$ cat config.mk
export PLATFORM = sky130hd
export DESIGN_NAME = xor_req_driver
export DESIGN_NICKNAME = d
export VERILOG_FILES = /design/src/rtl/xor_req_driver_pkg.sv /design/src/rtl/xor_req_fifo.sv /design/src/rtl/xor_req_driver.sv
export SDC_FILE = /design/constraint.sdc
export NUM_CORES = 1
export LEC_CHECK = 0
export BUFFER_PORTS_ARGS = -buffer_cell sky130_fd_sc_hd__buf_2
export CAP_MARGIN = 20
export CORE_AREA = 2 2 64 54
export DETAILED_ROUTE_END_ITERATION = 10
export DIE_AREA = 0 0 66 56
export GPL_ROUTABILITY_DRIVEN = 0
export HOLD_SLACK_MARGIN = 0.02
export PLACE_DENSITY = 0.74
export SYNTH_ARGS = -nofsm -noshare
export SYNTH_HDL_FRONTEND = slang
export SYNTH_SLANG_ARGS = --single-unit
$ cat constraint.sdc
create_clock -name clk -period 1.45 [get_ports clk]
set_input_delay 0.29 -clock clk [delete_from_list [all_inputs] [get_ports clk]]
set_output_delay 0.29 -clock clk [all_outputs]
set_load 0.005 [all_outputs]
$ cat src/rtl/xor_req_driver_pkg.sv
// rtl/xor_req_driver_pkg.sv - shared types and constants for the XOR request driver
//
// Contents:
//   state_t   - driver FSM states
//   OP_W      - operand / result width (2 bits)
//   to_cnt_w  - width of a counter that must hold values 0..timeout
package xor_req_driver_pkg;

    typedef enum logic [2:0] {
        IDLE,
        ISSUE,
        WAIT_ACK,
        CAPTURE,
        RESULT
    } state_t;

    localparam int OP_W = 2;

    function automatic int to_cnt_w(input int timeout);
        return $clog2(timeout + 1);
    endfunction

endpackage

$ cat src/rtl/xor_req_fifo.sv
// rtl/xor_req_fifo.sv - synchronous operand FIFO for the XOR request driver
//
// Parameters: DEPTH (entries, power of two >= 2), WIDTH (entry width)
// Ports:
//   clk, rst            - clock, asynchronous active-high reset
//   push, push_data     - write strobe and data; caller must not push when full
//   pop, pop_data       - read strobe; pop_data shows the head entry (valid when !empty)
//   full, empty         - occupancy flags
module xor_req_fifo #(
    parameter int DEPTH = 4,
    parameter int WIDTH = 2
) (
    input  logic             clk,
    input  logic             rst,
    input  logic             push,
    input  logic [WIDTH-1:0] push_data,
    input  logic             pop,
    output logic [WIDTH-1:0] pop_data,
    output logic             full,
    output logic             empty
);

    localparam int AW = $clog2(DEPTH);

    logic [WIDTH-1:0] mem [DEPTH];
    // One extra pointer bit distinguishes full from empty when the indices match.
    logic [AW:0]      wr_ptr;
    logic [AW:0]      rd_ptr;

    always_ff @(posedge clk or posedge rst) begin
        if (rst) begin
            wr_ptr <= '0;
            rd_ptr <= '0;
        end else begin
            if (push) wr_ptr <= wr_ptr + (AW+1)'(1);
            if (pop)  rd_ptr <= rd_ptr + (AW+1)'(1);
        end
    end

    always_ff @(posedge clk) begin
        if (push) mem[wr_ptr[AW-1:0]] <= push_data;
    end

    assign pop_data = mem[rd_ptr[AW-1:0]];
    assign empty    = (wr_ptr == rd_ptr);
    assign full     = (wr_ptr[AW] != rd_ptr[AW]) && (wr_ptr[AW-1:0] == rd_ptr[AW-1:0]);

endmodule

$ cat src/rtl/xor_req_driver.sv
// rtl/xor_req_driver.sv - buffers operand pairs and drives the delayed XOR unit one op at a time
//
// Parameters: DEPTH (operand FIFO entries), RESULT_LAT (cycles after rd_en to sample dout),
//             TIMEOUT (cycles allowed in WAIT_ACK before aborting)
// Ports:
//   clk, rst                  - clock, asynchronous active-high reset
//   s_valid, s_ready, s_data  - upstream operand stream (bit0 = a, bit1 = b)
//   wr_en, din                - write port to the XOR unit
//   rd_en, dout               - acknowledge and result from the XOR unit
//   m_valid, m_ready, m_data  - downstream result stream
//   m_err                     - result qualifier, 1 = aborted on timeout
//   busy                      - transaction in progress or operands queued
// Optional build macro XOR_REQ_DRIVER_CHECK_EN adds chk_fail (sticky) and chk_count
// (saturating) which flag captured results that differ from {1'b0, a^b}.
module xor_req_driver
    import xor_req_driver_pkg::*;
#(
    parameter int DEPTH      = 4,
    parameter int RESULT_LAT = 1,
    parameter int TIMEOUT    = 8
) (
    input  logic            clk,
    input  logic            rst,
    input  logic            s_valid,
    output logic            s_ready,
    input  logic [OP_W-1:0] s_data,
    output logic            wr_en,
    output logic [OP_W-1:0] din,
    input  logic            rd_en,
    input  logic [OP_W-1:0] dout,
    output logic            m_valid,
    input  logic            m_ready,
    output logic [OP_W-1:0] m_data,
    output logic            m_err,
    output logic            busy
`ifdef XOR_REQ_DRIVER_CHECK_EN
    ,
    output logic            chk_fail,
    output logic [7:0]      chk_count
`endif
);

    localparam int TO_W = to_cnt_w(TIMEOUT);

    state_t          state;
    state_t          state_nxt;
    logic            fifo_full;
    logic            fifo_empty;
    logic [OP_W-1:0] fifo_rdata;
    logic            push;
    logic            pop;
    logic            clr_to;
    logic            inc_to;
    logic            load_lat;
    logic            dec_lat;
    logic            cap_ok;
    logic            cap_to;
    logic [TO_W-1:0] to_cnt;
    logic [2:0]      lat_cnt;
    logic [OP_W-1:0] din_q;
    logic [OP_W-1:0] m_data_q;
    logic            m_err_q;

    assign push = s_valid && !fifo_full;

    xor_req_fifo #(
        .DEPTH (DEPTH),
        .WIDTH (OP_W)
    ) u_fifo (
        .clk       (clk),
        .rst       (rst),
        .push      (push),
        .push_data (s_data),
        .pop       (pop),
        .pop_data  (fifo_rdata),
        .full      (fifo_full),
        .empty     (fifo_empty)
    );

    always_ff @(posedge clk or posedge rst) begin
        if (rst) state <= IDLE;
        else     state <= state_nxt;
    end

    always_comb begin
        state_nxt = state;
        pop       = 1'b0;
        clr_to    = 1'b0;
        inc_to    = 1'b0;
        load_lat  = 1'b0;
        dec_lat   = 1'b0;
        cap_ok    = 1'b0;
        cap_to    = 1'b0;
        case (state)
            IDLE: begin
                if (!fifo_empty && !m_valid) begin
                    pop       = 1'b1;
                    state_nxt = ISSUE;
                end
            end
            ISSUE: begin
                clr_to    = 1'b1;
                state_nxt = WAIT_ACK;
            end
            WAIT_ACK: begin
                if (rd_en) begin
                    if (RESULT_LAT == 0) begin
                        cap_ok    = 1'b1;
                        state_nxt = RESULT;
                    end else begin
                        load_lat  = 1'b1;
                        state_nxt = CAPTURE;
                    end
                end else if (to_cnt == TO_W'(TIMEOUT - 1)) begin
                    // This is the TIMEOUT-th cycle spent waiting.
                    cap_to    = 1'b1;
                    state_nxt = RESULT;
                end else begin
                    inc_to = 1'b1;
                end
            end
            CAPTURE: begin
                // lat_cnt holds the cycles remaining until dout is valid, including this one.
                if (lat_cnt <= 3'd1) begin
                    cap_ok    = 1'b1;
                    state_nxt = RESULT;
                end else begin
                    dec_lat = 1'b1;
                end
            end
            RESULT: begin
                if (m_ready) state_nxt = IDLE;
            end
            default: state_nxt = IDLE;
        endcase
    end

    always_ff @(posedge clk or posedge rst) begin
        if (rst) begin
            din_q    <= '0;
            to_cnt   <= '0;
            lat_cnt  <= '0;
            m_data_q <= '0;
            m_err_q  <= 1'b0;
        end else begin
            if (pop)      din_q   <= fifo_rdata;
            if (clr_to)   to_cnt  <= '0;
            if (inc_to)   to_cnt  <= to_cnt + TO_W'(1);
            if (load_lat) lat_cnt <= 3'(RESULT_LAT);
            if (dec_lat)  lat_cnt <= lat_cnt - 3'd1;
            if (cap_ok) begin
                m_data_q <= dout;
                m_err_q  <= 1'b0;
            end
            if (cap_to) begin
                m_data_q <= '0;
                m_err_q  <= 1'b1;
            end
        end
    end

`ifdef XOR_REQ_DRIVER_CHECK_EN
    always_ff @(posedge clk or posedge rst) begin
        if (rst) begin
            chk_fail  <= 1'b0;
            chk_count <= '0;
        end else if (cap_ok && (dout != {1'b0, din_q[0] ^ din_q[1]})) begin
            chk_fail <= 1'b1;
            if (chk_count != 8'hFF) chk_count <= chk_count + 8'd1;
        end
    end
`else
    // No result checker in this build.
`endif

    assign s_ready = !fifo_full;
    assign wr_en   = (state == ISSUE);
    assign din     = din_q;
    assign m_valid = (state == RESULT);
    assign m_data  = m_data_q;
    assign m_err   = m_err_q;
    assign busy    = (state != IDLE) || !fifo_empty;

endmodule

After elaboration in Yosys (flattened, before gate mapping):

Memories as Yosys holds them, arrays and structs flattened. A register that Yosys moved wholly into a read port is not among the register bits.
Cells that the tools add are included.

* eq/ne operators: 12
* $lt $le $gt $ge: 1
* add/sub/neg operators: 4
* reductions and logical operators: 13
* mux-type cells: 31

Operators with widths (count)
* two-way mux 3 bit: 7
* two-way mux 1 bit: 19
* one-hot mux 3 bit (5 select lines): 1
* two-way mux 4 bit: 2
* adder 3 x 1 -> 3 bit (second input constant): 2
* == test 3 x 2 -> 1 bit (second input constant): 2
* nonzero test 2 bit: 3
* adder 4 x 1 -> 4 bit (second input constant): 1
* == test 4 x 3 -> 1 bit (second input constant): 1
* two-way mux 2 bit: 2
* inequality test 2 bit (second input constant): 2
* AND reduction 4 bit: 1
* == test 3 x 1 -> 1 bit (second input constant): 1
* == test 3 bit: 1
* == test 3 bit (second input constant): 1
* less-or-equal comparator 3 x 1 -> 1 bit (second input constant): 1
* logical AND 1 bit: 3
* zero test 1 bit: 3
* zero test 3 bit: 1
* inequality test 3 bit (second input constant): 1
* nonzero test 3 bit: 1
* subtractor 3 x 1 -> 3 bit (second input constant): 1
* == test 2 bit: 1
* inequality test 2 x 1 -> 1 bit (second input constant): 1
* 2 further kinds: 2

* register bits: 19
* input port bits: 9
* memory bits (writable): 8
* memories kept: 1
* output and inout port bits: 9
* word-level logic and storage cells: 69

Memory list
* u_fifo.mem: depth 4, bits a word 2, read ports 1, clocked after Yosys merged registers in 1, wr ports 1, RTL line xor_req_fifo.sv:25 `logic [WIDTH-1:0] mem [DEPTH];`

Depth between registers and ports, before layout:

* depth after elaboration: 6
* depth in mapped cells: 6
* gate-level depth less buffers: 6

Hierarchy:

From an unflattened synthesis, not the netlist that was laid out.

* cells, all modules: 119
* area total of the unflattened synthesis: 1453.9 µm²

Modules (own cells, without submodules)
* xor_req_driver: cells each 78, seq. area each 375.4 µm², area each 814.5 µm², instances 1
* xor_req_fifo: cells each 41, seq. area each 390.4 µm², area each 639.4 µm², instances 1

Least setup slack after synthesis:

Ideal clock, no wire load.

* path kind: reg2reg
* from: reg lat_cnt[1]
* to: reg m_data_q[0], in the netlist m_data[0]
* cell stages (with the launch flop): 7
* setup slack: -122 ps
* arrival time: 1436 ps
* setup time: 137 ps
* buffers on the path: 0
* required time: 1313 ps
* clock period less this slack: 1572 ps
* path through: dfrtp_1 inv_1 ha_1 o21ba_2 nor4b_2 mux2i_1 nor2_1

* word-level cells in the longest chain between the ends: 4

RTL lines
* start: declaration: RTL line xor_req_driver.sv:59 `logic [2:0] lat_cnt;`
* start signal: assignment: RTL line xor_req_driver.sv:149 `if (load_lat) lat_cnt <= 3'(RESULT_LAT);`
* start signal: assignment: RTL line xor_req_driver.sv:150 `if (dec_lat) lat_cnt <= lat_cnt - 3'd1;`
* less-or-equal comparator 3 x 1 -> 1 bit: RTL line xor_req_driver.sv:124 `if (lat_cnt <= 3'd1) begin`
* two-way mux 1 bit: RTL line xor_req_driver.sv:124
* two-way mux 1 bit: RTL line xor_req_driver.sv:94 `case (state)`
* nonzero test 2 bit (no source line)
* end signal: assignment: RTL line xor_req_driver.sv:152 `m_data_q <= dout;`
* end: declaration: RTL line xor_req_driver.sv:61 `logic [OP_W-1:0] m_data_q;`

Every way passes these cells.
A chain may end at the register's enable or synchronous reset.

Worst setup path in the final report:

* from: reg u_fifo.rd_ptr[1]
* to: out busy

* word-level cells in the longest chain between the ends: 3

RTL lines
* start: declaration: RTL line xor_req_fifo.sv:28 `logic [AW:0] rd_ptr;`
* start signal: assignment: RTL line xor_req_fifo.sv:36 `if (pop) rd_ptr <= rd_ptr + (AW+1)'(1);`
* == test 3 bit: RTL line xor_req_fifo.sv:45 `assign empty = (wr_ptr == rd_ptr);`
* zero test 1 bit: RTL line xor_req_driver.sv:182 `assign busy = (state != IDLE) || !fifo_empty;`
* logical OR 1 bit: RTL line xor_req_driver.sv:182
* end: declaration: RTL line xor_req_driver.sv:35 `output logic busy`

Every way passes these cells.

==> results.ini <==
[run_status]
status = complete, but fails checks
violations = setup timing

[timing]
max_slew_margin = 0.819
setup_ws_ns = -0.294
skew_ns = 0.00703
max_freq_mhz = 573
min_period_ns = 1.74
finalMaxSlewViolations = 0
setup_violations = 16
rsz0062_at_grt = true
post-route-period-util = 1.20
worst_pin_slew_ns = 0.271
hold_violations = 0

[cells_and_area]
fin_nets = 200
fin_util = 0.756
final_area_um2 = 2280
ff_latch_area_um2 = 767
stdcell_count = 224
fillCellCount = 187
n_antenna_cell = 0
multi_input_area_um2 = 908
area_delta_synth_final_pct = 51.6
drive_above_1_share = 0.565

[synthesis]
ys_warn_count = 0
synth_area_leaders = dfrtp_1, edfxtp_1, ha_1, mux2_2, xnor2_1
syn_area_per_cell_um2 = 12.3
netlist.top_cell.by_area = dfrtp_1
netlist_area_um2 = 1510
synth_top_area_frac = 0.349
yosysSeqAreaShare = 0.509
netlist_instances = 122
synth_flop_cell = dfrtp_1
synth_fp_nets = 139
synth_edf_count = 8
yosysUniqueCellTypes = 43
ys_ff_latch = 29
synthArstFlopShare = 0.724

[setup_path]
timing.rr.start = state[1]
cp_cell_sequence = xnor2_2 -> nand3_1 -> or2_4 -> buf_6
cp-end-kind = output port
crit_type = reg -> out
cpPeakStageDelay_ns = 0.43
cp_slowest_cell = dfrtp_1
cp_max_fo = 2
crit_path_start_kind = register
crit_path_start = u_fifo.rd_ptr[1]
required_ns = 1.16
cp_data_arrival_time_ns = 1.45

[die]
ioPinCount = 18
dieArea_um2 = 3700
die_width_um = 66
rows = 18
core_um2 = 3020
start_util = 0.499
fp.dieH_um = 56

[grt]
grt_max_degree = 22
grt_pass1_vias = 1181
grt_overflow_total = 0
antenna_found_initial = 0
grt_pass1_wl_um = 5400
grt_usage = 0.203

[pwr]
ir_worst_vdd_mv = 1.40
power_density_nw_per_um2 = 2200
power_mw = 5.02
p_leak_nw = 1.04

[route]
dr.pass1.iters = 4
wl_per_cell_um = 16.6
viasPerCell = 5.29
routed_wl_um = 3720
via_count = 1186
drt-initial-drc-count = 83
postRouteAntennaNets = 0
drc = 0

[clock_network]
cts_tree = yes
cts_made_buffers = 5
clock_sinks = 29
cts_max_level = 2
clk_latency_ns = 0.29
clockBufferDepth = 2
cts_root_buf = clkbuf_8
path_clk_slew_ns = 0.06

[placed_design]
io_buffers = 17
hpwl_um = 2280
place_area_um2 = 1850
dp_slack_ns = -0.0663
dp.cells = 202

[worst_hold_path]
hp-class = in -> async

[job]
maxCapViolations = 0

[routing by layer]
metal	part of all wire	up-vias	global-route usage	wire length, µm
li1	-	565	-	-
met1	0.45	581	0.259	1660
met2	0.48	29	0.319	1790
met3	0.038	11	0.0486	141
met4	0.037	0	0.102	136
met5	0	-	0	0
[through the flow]
stage / setup TNS (ns) / hold WS (ns)
2_1_floorplan: -0.324 / 0.267
4_1_cts: -1.03 / 0.0352
3_5_place_dp: -0.156 / 0.338
5_1_grt: -2.33 / 0.0622
6_report: -1.30 / 0.0293
3_3_place_gp: -0.00504 / 0.330
[worst max-delay path: cells and delay by family (launching register included)]
family,cells,cell delay [ns]
buffers and inverters,1,0.11
xor gates and xnor gates,1,0.21
DFF,1,0.43
and+or+nand+nor,2,0.42
[sequential cells by signal (all words and copies together), names as in the netlist]
| name | cells |
|---|---|
| u_fifo.mem | 8 |
| u_fifo.rd_ptr | 3 |
| to_cnt | 4 |
| m_data | 2 |
| lat_cnt | 3 |
| state | 3 |
| u_fifo.wr_ptr | 3 |
| din | 2 |
| m_err | 1 |
[Yosys cell counts, types with 4 or more instances]
| cell | count |
|---|---|
| inv_1 | 7 |
| mux2_2 | 4 |
| o21ai_0 | 5 |
| xnor2_1 | 5 |
| and3_1 | 4 |
| nand2_1 | 9 |
| nor2_1 | 4 |
| mux2i_1 | 4 |
| xor2_1 | 4 |
| dfrtp_1 | 21 |
| ha_1 | 8 |
| edfxtp_1 | 8 |
[layout by cell type, fill, tap and decap left out, types with 2 or more instances in the layout]
cell	Yosys	layout
a22o_1	2	2
and3_4	1	4
buf_2	0	15
buf_4	0	31
buf_6	1	10
clkbuf_8	0	5
dfrtp_1	21	20
edfxtp_1	8	8
ha_1	8	5
ha_4	0	3
inv_1	7	4
inv_2	0	3
mux2_4	0	4
mux2i_1	4	4
nand2_1	9	6
nand2_2	0	2
nand3_1	3	3
nand4_1	2	2
nor2_1	4	2
o21ai_0	5	3
o21ai_1	0	2
or2_4	0	2
xnor2_1	5	2
xnor2_2	0	3
xor2_1	4	2
[final cells by class]
cell class,count,area share
clock inverter,3,0.0181
tap,40,0.0219
clock buffer,5,0.0302
inverter,7,0.0115
multi-input combinational,84,0.398
sequential,29,0.336
timing repair buffer,56,0.184
[power by group]
part | leakage (nW) | internal [mW] | total, mW | switching (mW)
Combinational | 0.656 | 1.61 | 2.89 | 1.27
Clock | 0.0518 | 0.505 | 0.823 | 0.318
Sequential | 0.331 | 1.12 | 1.32 | 0.196
Total | 1.04 | 3.24 | 5.02 | 1.79
[worst paths after layout]
kind | endpoint | slack, ns | depth (start not counted)
min in group clk | u_fifo.mem[3][0] | 0.23 | 1
max in group asynchronous | u_fifo.rd_ptr[0] | 1.18 | 3
worst min-delay path | to_cnt[2] | 0.03 | 3
worst min register to register | m_err | 0.48 | 1
worst max-delay path | busy | -0.29 | 4
worst max register to register | din[1] | -0.15 | 4
[logic make-up after synthesis]
logic type      synth area share
mux                       0.0889
flops                      0.509
fa+ha+maj                 0.0665
buf+inv                   0.0274
simple gates               0.154
xor+xnor                  0.0524
compound gates             0.102
[what timing repair did]
item / in CTS / in global routing
buffers inserted: 9 / 8
setup endpoints to repair: 12 / 30
hold buffers: 0 / 0
pin swaps: 4 / 10
resized for setup: 17 / 29
Note: power is estimated with default switching activity, not from simulation.
